<file path="config.mk">
export PLATFORM = sky130hd
export DESIGN_NAME = cmd_queue_flat
export DESIGN_NICKNAME = d
export VERILOG_FILES = /design/src/rtl/cmd_queue_if.sv /design/src/rtl/cmd_queue.sv /design/src/flat_wrapper.sv
export SDC_FILE = /design/constraint.sdc
export NUM_CORES = 1
export LEC_CHECK = 0
export CORE_MARGIN = 1.5
export CORE_UTILIZATION = 45
export DETAILED_ROUTE_END_ITERATION = 12
export PLACE_DENSITY_LB_ADDON = 0.15
export SKIP_LAST_GASP = 1
export SLEW_MARGIN = 20
export SYNTH_ARGS = -nofsm -noshare
export SYNTH_HDL_FRONTEND = slang
export SYNTH_SLANG_ARGS = --single-unit
export TNS_END_PERCENT = 30
</file>
<file path="constraint.sdc">
create_clock -name clk -period 3.4 [get_ports clk]
set_input_delay 1.02 -clock clk [delete_from_list [all_inputs] [get_ports clk]]
set_output_delay 1.02 -clock clk [all_outputs]
set_load 0.02 [all_outputs]
</file>
<file path="src/rtl/cmd_queue_if.sv">
// -----------------------------------------------------------------------------
// cmd_queue_if -- handshake bundle for the cmd_queue command FIFO.
//
// Parameter:
//   DEPTH    number of queue entries (sets the width of count)
//
// Signals (direction as seen by the queue, modport slave):
//   in_valid  in   command presented on in_kind/in_op1/in_op2
//   in_kind   in   command kind, 3'd0 is a NOP
//   in_op1    in   operand 1
//   in_op2    in   operand 2
//   in_ready  out  queue can accept a command
//   out_valid out  head entry available
//   out_kind  out  head entry kind   (0 when empty)
//   out_op1   out  head entry op1    (0 when empty)
//   out_op2   out  head entry op2    (0 when empty)
//   out_ready in   downstream accepts the head entry
//   count     out  number of occupied entries
//   ovf       out  sticky overflow flag
//   clr_ovf   in   synchronous clear of ovf
//
// modport master is the producer/consumer side (the bench or system).
// -----------------------------------------------------------------------------
interface cmd_queue_if #(
   parameter int DEPTH = 4
);
   localparam int CW = $clog2(DEPTH) + 1;

   logic          in_valid;
   logic [2:0]    in_kind;
   logic [3:0]    in_op1;
   logic [7:0]    in_op2;
   logic          in_ready;
   logic          out_valid;
   logic [2:0]    out_kind;
   logic [3:0]    out_op1;
   logic [7:0]    out_op2;
   logic          out_ready;
   logic [CW-1:0] count;
   logic          ovf;
   logic          clr_ovf;

   modport master (
      output in_valid, in_kind, in_op1, in_op2, out_ready, clr_ovf,
      input  in_ready, out_valid, out_kind, out_op1, out_op2, count, ovf
   );

   modport slave (
      input  in_valid, in_kind, in_op1, in_op2, out_ready, clr_ovf,
      output in_ready, out_valid, out_kind, out_op1, out_op2, count, ovf
   );
endinterface

</file>
<file path="src/rtl/cmd_queue.sv">
// -----------------------------------------------------------------------------
// cmd_queue -- small command FIFO between a command source and the
// command-issue stage. NOP commands (kind 0) are dropped at the input.
//
// Parameter:
//   DEPTH  entries, power of two in 2..16 (default 4)
//
// Ports:
//   clk    rising-edge clock
//   rst_n  asynchronous active-low reset
//   bus    cmd_queue_if.slave (see rtl/cmd_queue_if.sv for the signal list)
//
// Build option:
//   CMDQ_OVF_FLAG_EN  when defined, ovf is a sticky flag set by any non-NOP
//                     command offered while the queue is full; cleared by
//                     clr_ovf (a coincident overflow wins). When undefined,
//                     ovf is tied to 0 and clr_ovf is ignored.
// -----------------------------------------------------------------------------
module cmd_queue #(
   parameter int DEPTH = 4
) (
   input logic       clk,
   input logic       rst_n,
   cmd_queue_if.slave bus
);
   localparam int AW = $clog2(DEPTH);
   localparam int CW = AW + 1;

   typedef struct packed {
      logic [2:0] kind;
      logic [3:0] op1;
      logic [7:0] op2;
   } entry_t;

   entry_t        mem [DEPTH];
   entry_t        head;
   logic [AW-1:0] wr_ptr;
   logic [AW-1:0] rd_ptr;
   logic [CW-1:0] count_q;
   logic          full;
   logic          empty;
   logic          push;
   logic          pop;

   // Full/empty come from the occupancy counter; pointers alone are ambiguous
   // when they are equal.
   assign full  = (count_q == CW'(DEPTH));
   assign empty = (count_q == '0);

   // in_ready is independent of out_ready: a full queue never passes a
   // command through, even when the head leaves on the same edge.
   assign push = bus.in_valid && !full && (bus.in_kind != 3'd0);
   assign pop  = !empty && bus.out_ready;

   // NOTE: state registers use non-blocking assignments so every always_ff
   // samples the pre-edge values of the others, matching real flops.
   always_ff @(posedge clk or negedge rst_n) begin
      if (!rst_n) begin
         wr_ptr  <= '0;
         rd_ptr  <= '0;
         count_q <= '0;
      end else begin
         // Pointers wrap naturally because DEPTH is a power of two.
         if (push) wr_ptr <= wr_ptr + AW'(1);
         if (pop)  rd_ptr <= rd_ptr + AW'(1);
         case ({push, pop})
            2'b10:   count_q <= count_q + CW'(1);
            2'b01:   count_q <= count_q - CW'(1);
            default: count_q <= count_q;
         endcase
      end
   end

   // NOTE: storage is deliberately not reset; stale contents are harmless
   // because every output field is gated by out_valid below.
   always_ff @(posedge clk) begin
      if (push) begin
         mem[wr_ptr] <= '{kind: bus.in_kind, op1: bus.in_op1, op2: bus.in_op2};
      end
   end

   assign head          = mem[rd_ptr];
   assign bus.in_ready  = !full;
   assign bus.out_valid = !empty;
   assign bus.out_kind  = empty ? 3'd0 : head.kind;
   assign bus.out_op1   = empty ? 4'd0 : head.op1;
   assign bus.out_op2   = empty ? 8'd0 : head.op2;
   assign bus.count     = count_q;

`ifdef CMDQ_OVF_FLAG_EN
   logic ovf_q;

   // Set has priority over clear so an overflow on the clearing edge is kept.
   always_ff @(posedge clk or negedge rst_n) begin
      if (!rst_n) begin
         ovf_q <= 1'b0;
      end else if (bus.in_valid && (bus.in_kind != 3'd0) && full) begin
         ovf_q <= 1'b1;
      end else if (bus.clr_ovf) begin
         ovf_q <= 1'b0;
      end
   end

   assign bus.ovf = ovf_q;
`else
   assign bus.ovf = 1'b0;
`endif

endmodule

</file>
<file path="src/flat_wrapper.sv">
// flat-port wrapper written by rule: the top's interface ports become plain ports
module cmd_queue_flat 
#(
   parameter int DEPTH = 4
)
  (clk, rst_n, bus_in_valid, bus_in_kind, bus_in_op1, bus_in_op2, bus_out_ready, bus_clr_ovf, bus_in_ready, bus_out_valid, bus_out_kind, bus_out_op1, bus_out_op2, bus_count, bus_ovf);
  cmd_queue_if #(.DEPTH(DEPTH)) bus_i ();
  input logic clk;
  input logic rst_n;
  input wire logic [$bits(bus_i.in_valid)-1:0] bus_in_valid;
  input wire logic [$bits(bus_i.in_kind)-1:0] bus_in_kind;
  input wire logic [$bits(bus_i.in_op1)-1:0] bus_in_op1;
  input wire logic [$bits(bus_i.in_op2)-1:0] bus_in_op2;
  input wire logic [$bits(bus_i.out_ready)-1:0] bus_out_ready;
  input wire logic [$bits(bus_i.clr_ovf)-1:0] bus_clr_ovf;
  output wire logic [$bits(bus_i.in_ready)-1:0] bus_in_ready;
  output wire logic [$bits(bus_i.out_valid)-1:0] bus_out_valid;
  output wire logic [$bits(bus_i.out_kind)-1:0] bus_out_kind;
  output wire logic [$bits(bus_i.out_op1)-1:0] bus_out_op1;
  output wire logic [$bits(bus_i.out_op2)-1:0] bus_out_op2;
  output wire logic [$bits(bus_i.count)-1:0] bus_count;
  output wire logic [$bits(bus_i.ovf)-1:0] bus_ovf;
  assign bus_i.in_valid = bus_in_valid;
  assign bus_i.in_kind = bus_in_kind;
  assign bus_i.in_op1 = bus_in_op1;
  assign bus_i.in_op2 = bus_in_op2;
  assign bus_i.out_ready = bus_out_ready;
  assign bus_i.clr_ovf = bus_clr_ovf;
  assign bus_in_ready = bus_i.in_ready;
  assign bus_out_valid = bus_i.out_valid;
  assign bus_out_kind = bus_i.out_kind;
  assign bus_out_op1 = bus_i.out_op1;
  assign bus_out_op2 = bus_i.out_op2;
  assign bus_count = bus_i.count;
  assign bus_ovf = bus_i.ovf;
  cmd_queue #(.DEPTH(DEPTH)) u_core (.clk(clk), .rst_n(rst_n), .bus(bus_i));
endmodule
</file>
==> results.tsv <==
metric	value	unit
status	finished clean	
dieHeight	81.3	µm
detail_route.vias_per_cell	5.25	
drt_iter0_markers	78	
post_drt_wl_per_cell	17.7	µm
htreeDepth	3	
ys_types	25	
firstDrtPassIters	4	
io_buffers	38	
slew_viol_final	0	
reg2reg_to	u_core.bus.count[1]	
p_int	0.00209	W
worst_pin_slew	0.590	ns
core_area	0.00592	mm²
p_comb_frac	0.415	
synth-compound-area-share	0.00953	
rr_startpoint	u_core.bus.count[0]	
p_sw	0.000976	W
regToRegSetupSlack	0.96	ns
fillers	485	
crit_required	2.38	ns
hold_class	flip-flop to flip-flop	
hold_end	u_core.bus.count[2]	
gp_congestion	0.641	
synth_top_cell_area_share	0.654	
worstSetupPathType	flip-flop to primary output	
regArea	0.00198	mm²
holdWs	0.551	ns
start_util	0.466	
placementRows	28	
fin_crit	3.29	ns
critPathCaptureType	primary output	
drt.antenna.violating_nets	0	
syn2layout_area_growth	23.9	%
switching_share	0.319	
final_cell_count_no_fill	264	
synth_area_leaders	edfxtp_1, mux4_1, mux4_2	
grt-ovfl-total	0	
syn_area	0.00276	mm²
finalCritPeriodShare	0.966	
hold_violations	0	
cts.sinks	67	
path_clk_slew	0.06	ns
dpl_cell_area	0.00323	mm²
worst_ir_drop_vdd	0.483	mV
fp.dieArea	0.00660	mm²
start_kind	flip-flop	
route.detailed.drc	0	
grt_max_degree	19	
yosys_warnings	0	
synth_top_family_by_area	multiplexers	
p_leak	1.20	nW
power	0.00306	W
yosys.area.top_type	edfxtp_1	
finClkSkew	0.00579	ns
io_pins	41	
synth_fp_nets	162	
cts_tree	done	
clock.fmax	304	MHz
powerDensity	897	mW/mm²
hold_depth	1	
layout-drive-gt1-share	0.169	
netlist_instances	136	
clkPwrFrac	0.200	
clockBufferDepth	2	
antenna_found_initial	0	
fp.dieW	81.3	µm
arrival	2.27	ns
pwr-share-seq	0.385	
dp.cells	248	
drv_cap	0	
multi_input_area	699	µm²
ys_seq_elements	67	
synth_mux_area_frac	0.138	
seq_area_frac_synth	0.717	
numCtsBuffers	9	
synth-simple-area-share	0.0563	
maxSlewHeadroom	0.607	
rsz0062_at_grt	false	
syn_area_per_cell	20.3	µm²
grt_pass1_vias	1409	
path_max_fanout	12	
final_net_count	210	
grt_pass1_wl	7.30	mm
hpwl	2.91	mm
cts_root_buffer	clkbuf_8	
synth-adder-area-share	0.0300	
insertion_delay	0.34	ns
synth_xor_area_frac	0.0191	
worstHoldStart	u_core.bus.count[2]	
antenna_cells	0	
via_count	1387	
r2r_cells	6	
wl	4.66	mm
finalSetupTns	0	ns
stdcell_area	0.00342	mm²
gr-usage-all-layers	0.162	
setup_viol	0	
-- final cells by class --
type | count | area share
flip-flops and latches | 67 | 0.579
multi-input cells | 56 | 0.205
repair buffers | 44 | 0.128
clock buffers | 10 | 0.0374
well taps | 75 | 0.0275
clock inverters | 6 | 0.0165
inverters | 6 | 0.00659
-- per-stage QoR --
stage                     setup slack (ns)   util
after global routing                0.0271  0.577
after CTS                           0.0669  0.577
after detailed placement             0.132  0.546
after global placement               0.301  0.546
after floorplan                      0.901      -
final                                0.114  0.577
-- kinds of logic after synthesis --
logic type,after synthesis
flip-flops,67
AND/OR/NAND/NOR,25
multiplexers,16
buffers and inverters,13
adder cells (fa/ha/maj),6
XOR/XNOR,6
AO/OA/AOI/OAI,2
other,1
-- state kept, by name, indices dropped and copies added, names as in the netlist --
name / flops
u_core.wr_ptr: 2
u_core.rd_ptr: 2
u_core.bus.count: 3
u_core.mem: 60
-- synthesized netlist by cell type --
cell type	number
conb_1	1
dfrtp_1	7
fa_1	1
buf_12	1
buf_2	2
o21ai_0	1
xor2_1	3
inv_1	6
or3_1	1
buf_4	1
nand3_1	1
clkbuf_2	1
mux4_1	7
buf_6	1
or3b_4	1
and2_1	20
mux2_4	1
ha_1	5
mux4_2	8
edfxtp_1	60
nand2_1	1
xnor2_1	3
clkbuf_1	1
nor2_1	1
o311a_4	1
-- power groups by stage --
stage               sequential (W)  combinational [W]  clock, W
floorplan                  0.00117           0.000814         0
detailed placement         0.00120            0.00129         0
global placement           0.00118            0.00127         0
finish                     0.00118            0.00127  0.000614
CTS                        0.00118            0.00130  0.000630
global route               0.00120            0.00137  0.000661
-- critical path: stages (launching register included) --
cell             delay, ns
dfrtp_2               0.48
buf_12                0.19
mux4_1                0.56
and2_1                0.17
clkdlybuf4s50_1       0.53
-- repair_timing --
| action | 4_1_cts | 5_1_grt |
|---|---|---|
| hold buffers | 0 | 0 |
| buffers inserted | 0 | 0 |
| resized for setup | 1 | 0 |
| endpoints found under the setup margin | 1 | 0 |
-- worst max-delay path by stage --
stage | startpoint | to | cells past startpoint
2_1_floorplan | bus_in_kind[1] | u_core.bus.count[2] | 8
3_3_place_gp | bus_in_kind[1] | u_core.bus.count[2] | 9
3_5_place_dp | bus_in_kind[1] | u_core.bus.count[2] | 9
4_1_cts | u_core.rd_ptr[0] | bus_out_op2[3] | 4
5_1_grt | u_core.rd_ptr[0] | bus_out_op2[3] | 4
6_report | u_core.rd_ptr[0] | bus_out_op2[3] | 4
-- per-layer routing --
metal | global-route usage | routed length, µm
met1 | 0.200 | 1940
met2 | 0.256 | 2430
met3 | 0.0607 | 234
met4 | 0.0672 | 64
met5 | 0 | 0
-- placed cells by master, fill, tap and decap left out, types with 3 or more instances in the layout --
cell / synthesis / routed
buf_4: 1 / 5
mux4_2: 8 / 8
clkdlybuf4s50_1: 0 / 38
edfxtp_1: 60 / 60
clkinv_2: 0 / 3
and2_1: 20 / 20
xnor2_1: 3 / 3
xor2_1: 3 / 3
dfrtp_1: 7 / 6
mux4_1: 7 / 7
clkbuf_8: 0 / 9
ha_1: 5 / 5
inv_1: 6 / 6
(Power assumes the default switching activity.)
